===== config.mk =====
export PLATFORM = sky130hd
export DESIGN_NAME = fetch_sequencer
export DESIGN_NICKNAME = d
export VERILOG_FILES = /design/src/rtl/fetch_sequencer.sv
export SDC_FILE = /design/constraint.sdc
export NUM_CORES = 1
export LEC_CHECK = 0
export CELL_PAD_IN_SITES_DETAIL_PLACEMENT = 1
export CELL_PAD_IN_SITES_GLOBAL_PLACEMENT = 2
export CORE_MARGIN = 8
export CORE_UTILIZATION = 18
export DETAILED_ROUTE_END_ITERATION = 16
export GPL_TIMING_DRIVEN = 0
export MAX_ROUTING_LAYER = met4
export PLACE_DENSITY = 0.81
export SLEW_MARGIN = 20
export SYNTH_ARGS = -nofsm -noshare
export SYNTH_HDL_FRONTEND = slang
export SYNTH_SLANG_ARGS = --single-unit

===== constraint.sdc =====
create_clock -name clk -period 1.35 [get_ports clk]
set_input_delay 0.135 -clock clk [delete_from_list [all_inputs] [get_ports clk]]
set_output_delay 0.135 -clock clk [all_outputs]
set_load 0.01 [all_outputs]

===== src/rtl/fetch_sequencer.sv =====
// fetch_sequencer: fetch-stage control FSM for PC, IF/ID register, instruction memory and interrupt entry/exit
module fetch_sequencer (
    input  logic       clk,
    input  logic       rst,
    input  logic       intr,
    input  logic       int_en,
    input  logic       branch_taken,
    input  logic       jump,
    input  logic       load_use,
    input  logic       reti,
    input  logic       halt,
    output logic       pc_ld,
    output logic       pc_inc,
    output logic [1:0] pc_src,
    output logic       Stall,
    output logic       Flush,
    output logic       im_cs,
    output logic       im_rd,
    output logic       im_wr,
    output logic       ISR,
    output logic [2:0] LISR,
    output logic       intr_ack,
    output logic       save_pc,
    output logic       restore_pc,
    output logic       in_isr,
    output logic       halted
);
    typedef enum logic [2:0] {IDLE, RUN, ISR_SAVE, ISR_VEC, LISR_1, LISR_2, LISR_3, HALT} state_t;
    state_t state_q, state_d;
    logic   in_isr_q, in_isr_d;
    logic   take_int;
    assign take_int = intr & int_en & !in_isr_q;
    assign im_wr    = 1'b0;
    assign in_isr   = in_isr_q;
    // Next-state and strobe decode; RUN uses a fixed priority halt > reti > branch/jump > intr > load_use
    always_comb begin
        state_d    = state_q;
        in_isr_d   = in_isr_q;
        pc_ld      = 1'b0;
        pc_inc     = 1'b0;
        pc_src     = 2'd0;
        Stall      = 1'b0;
        Flush      = 1'b0;
        im_cs      = 1'b0;
        im_rd      = 1'b0;
        ISR        = 1'b0;
        LISR       = 3'b000;
        intr_ack   = 1'b0;
        save_pc    = 1'b0;
        restore_pc = 1'b0;
        halted     = 1'b0;
        case (state_q)
            IDLE: state_d = RUN;
            RUN: begin
                im_cs = 1'b1;
                im_rd = 1'b1;
                if (halt) begin
                    Stall   = 1'b1;
                    state_d = HALT;
                end else if (reti && in_isr_q) begin
                    Flush   = 1'b1;
                    state_d = LISR_1;
                end else if (branch_taken || jump) begin
                    pc_ld  = 1'b1;
                    Flush  = 1'b1;
                    pc_src = jump ? 2'd1 : 2'd0;
                end else if (take_int) begin
                    intr_ack = 1'b1;
                    Stall    = 1'b1;
                    state_d  = ISR_SAVE;
                end else if (load_use) begin
                    Stall = 1'b1;
                end else begin
                    pc_inc = 1'b1;
                end
            end
            ISR_SAVE: begin
                ISR     = 1'b1;
                save_pc = 1'b1;
                Stall   = 1'b1;
                state_d = ISR_VEC;
            end
            ISR_VEC: begin
                ISR      = 1'b1;
                pc_ld    = 1'b1;
                pc_src   = 2'd2;
                Flush    = 1'b1;
                in_isr_d = 1'b1;
                state_d  = RUN;
            end
            LISR_1: begin
                LISR    = 3'b001;
                Stall   = 1'b1;
                state_d = LISR_2;
            end
            LISR_2: begin
                LISR       = 3'b010;
                Stall      = 1'b1;
                restore_pc = 1'b1;
                state_d    = LISR_3;
            end
            LISR_3: begin
                LISR     = 3'b100;
                pc_ld    = 1'b1;
                pc_src   = 2'd3;
                Flush    = 1'b1;
                in_isr_d = 1'b0;
                state_d  = RUN;
            end
            HALT: begin
                halted = 1'b1;
                Stall  = 1'b1;
                if (take_int) begin
                    intr_ack = 1'b1;
                    state_d  = ISR_SAVE;
                end
            end
            default: state_d = IDLE;
        endcase
    end
    // State and ISR-context flops; asynchronous reset returns to IDLE outside any ISR
    always_ff @(posedge clk or posedge rst) begin
        if (rst) begin
            state_q  <= IDLE;
            in_isr_q <= 1'b0;
        end else begin
            state_q  <= state_d;
            in_isr_q <= in_isr_d;
        end
    end
endmodule


==> metrics.md <==
| Metric | Value |
|---|---|
| Outcome | `finished with violations` |
| Failing checks | `negative setup slack` |
| CP arrival | `1430 ps` |
| CTS clk-pin slew, worst paths | `40 ps` |
| ANT cells | `0` |
| Crit path required time | `1220 ps` |
| Peak VDD IR | `680 uV` |
| Area of the multi-input gates | `319 um^2` |
| Crit-path cells | `buf_6 -> nor2b_4 -> nand2_4 -> inv_6 -> nand3_4 -> nor3_2 -> buf_2` |
| Leak Pwr | `0.467 nW` |
| RSZ-0062 raised after global routing | `yes` |
| CTS Hold Bufs | `0` |
| Max-cap viol count | `0` |
| Pwr Total | `2.02 mW` |
| Syn. warnings | `0` |
| Final WL | `1890 um` |
| Worst skew pair latency | `240 ps` |
| WS Path Type | `reg -> out` |
| First-iteration detailed-routing DRC count | `7` |
| Post-synth net total | `64` |
| EDFF count, synth | `0` |
| GRT Overall Usage | `0.0804` |
| Clock Tree Buf Depth | `2` |
| Initial antenna violation count | `0` |
| Layout area overhead | `98.1%` |
| Drt first pass iters | `4` |
| Crit path buf inv count | `3` |
| Yosys reg bits | `4` |
| Share of layout cells above drive strength 1 | `0.540` |
| Overflow after GRT | `0` |
| Vias in the first global route | `552` |
| Final core occ | `0.369` |
| Main synth FF type | `dfrtp_1` |
| Finish-stage setup viols | `11` |
| Post-route clock period utilization | `1.16` |
| Gpl congestion | `0.770` |
| Root buffer cell | `clkbuf_4` |
| Die Wd | `66.2 um` |
| Worst-path fanout max | `7` |
| Post-route ant nets | `0` |
| Number of remaining DRC errors | `0` |
| Die Y | `66.2 um` |
| Global-route wire length before repair | `2620 um` |
| Fin cells | `130` |
| Register area | `101 um^2` |
| Synth async-reset ratio | `1.00` |
| Final hold slack | `80.5 ps` |
| Clock sinks | `4` |
| FP Rows | `18` |
| Initial Utilization | `0.186` |
| CP delay by family, top | `simple AND/OR/NAND/NOR gates` |
| Die Area | `4380 um^2` |
| Layout Cell Area excl Fill | `897 um^2` |
| H-tree levels | `1` |
| Sum Neg Setup Slack | `-1520 ps` |
| Register area share after synthesis | `0.221` |
| Final Net Count | `111` |
| FMAX | `640 MHz` |
| Final number of max-transition violations | `0` |
| DP HPWL | `1350 um` |
| IO Port Bufs | `25` |
| Worst setup margin | `-213 ps` |
| Hold crit path type | `in -> async` |
| CP peak stage delay | `360 ps` |
| Dpl cells | `110` |
| Gate count of the mapped netlist | `55` |
| CTS Buf Count | `3` |
| Core area | `2430 um^2` |
| Largest net degree at the start of global routing | `11` |
| Mean post-synth cell area | `8.24 um^2` |
| Pwr dens | `2250 nW/um^2` |
| DR vias/cell | `4.52` |
| Placed Area | `741 um^2` |
| Post-route minimum period | `1560 ps` |
| Via count | `588` |
| CTS tree | `built` |
| I/O pin cnt | `27` |
| Fin. Hold Viols | `0` |
| # fillers | `307` |
| Synth cell types | `35` |
| CP startpoint kind | `flop` |
| Mapped Area | `453 um^2` |
| Worst Skew | `1.35 ps` |
| WL/cell | `14.6 um` |
| Crit path max-delay cell type | `dfrtp_1` |
| Post-Place Setup Slack | `-569 ps` |
| Crit end category | `output port` |
logic make-up after synthesis:
group	synth area share
flops	0.221
buf+inv	0.155
xor+xnor	0.0193
compound gates	0.273
simple gates	0.323
other cells	0.00828
synthesized netlist by cell type (all sizes together), types with 2 or more instances:
master	count	area, um^2
nand3	2	22.5
inv	7	31.3
o211ai	2	15.0
a21boi	2	15.0
nand2	4	22.5
dfrtp	4	100
buf	5	38.8
o22ai	2	12.5
nor3	2	15.0
o21ai	2	10.0
nand3b	2	18.8
a21oi	5	32.5
nor2b	3	28.8
nor2	3	11.3
cell type report:
type                    instances  share of cell area
inverters                       7              0.0377
well taps                      30              0.0418
plain buffers                   5              0.0586
multi-input cells              39               0.356
clock buffers                   3              0.0251
flip-flops and latches          4               0.113
repair buffers                 42               0.368
flip-flops by register name (all words and copies together), names as in the netlist:
register / cells
state_q: 3
in_isr: 1
metal layers:
metal  vias to the layer above  part of all wire  global-route usage
li1                        283                 -                   -
met3                         5             0.045              0.0186
met2                        15              0.54               0.130
met1                       285              0.39              0.0844
met5                         -                 0                   -
met4                         0             0.024              0.0560
worst paths after layout:
kind	startpoint	to	slack (ps)	cells past startpoint
setup / recovery	state_q[1]$_DFFE_PP0P_	pc_inc	-210	7
hold / removal	rst	state_q[1]$_DFFE_PP0P_	80	2
setup reg to reg	in_isr$_DFFE_PP0N_	state_q[0]$_DFFE_PP0P_	10	4
hold reg to reg	state_q[2]$_DFFE_PP0P_	in_isr$_DFFE_PP0N_	590	2
max in group asynchronous	rst	in_isr$_DFFE_PP0N_	1100	2
min in group clk	state_q[2]$_DFFE_PP0P_	in_isr$_DFFE_PP0N_	590	2
worst register-to-register path, delay by kind of cell, from the launching register on:
family / cells / cell delay (ps)
compound gates: 2 / 340
buf+inv: 1 / 160
flops: 1 / 450
simple gates: 1 / 250
where the power goes:
part           switching, mW  total [mW]  leakage [nW]  internal (mW)
registers             0.0484       0.229        0.0428          0.181
logic                  0.780        1.63         0.410          0.852
clock network         0.0552       0.155        0.0138         0.0999
placed cells by master, fill, tap and decap left out, types with 2 or more instances in the layout:
cell type	count
inv_1	5
nor2_1	3
clkdlybuf4s50_1	8
nand2_1	2
buf_2	9
buf_4	17
dfrtp_1	3
nor2b_4	2
dlygate4sd2_1	4
a21oi_1	3
clkbuf_4	3
o211ai_1	2
buf_6	8
o22ai_1	2
a21boi_1	2
o21ai_0	2
repair_timing:
action | 4_1_cts | 5_1_grt
setup endpoints to repair | 17 | 14
buffers inserted | 6 | 11
cloned | 0 | 0
pin swaps | 4 | 5
gates resized for setup | 64 | 9
Note: power is estimated with default switching activity, not from simulation.
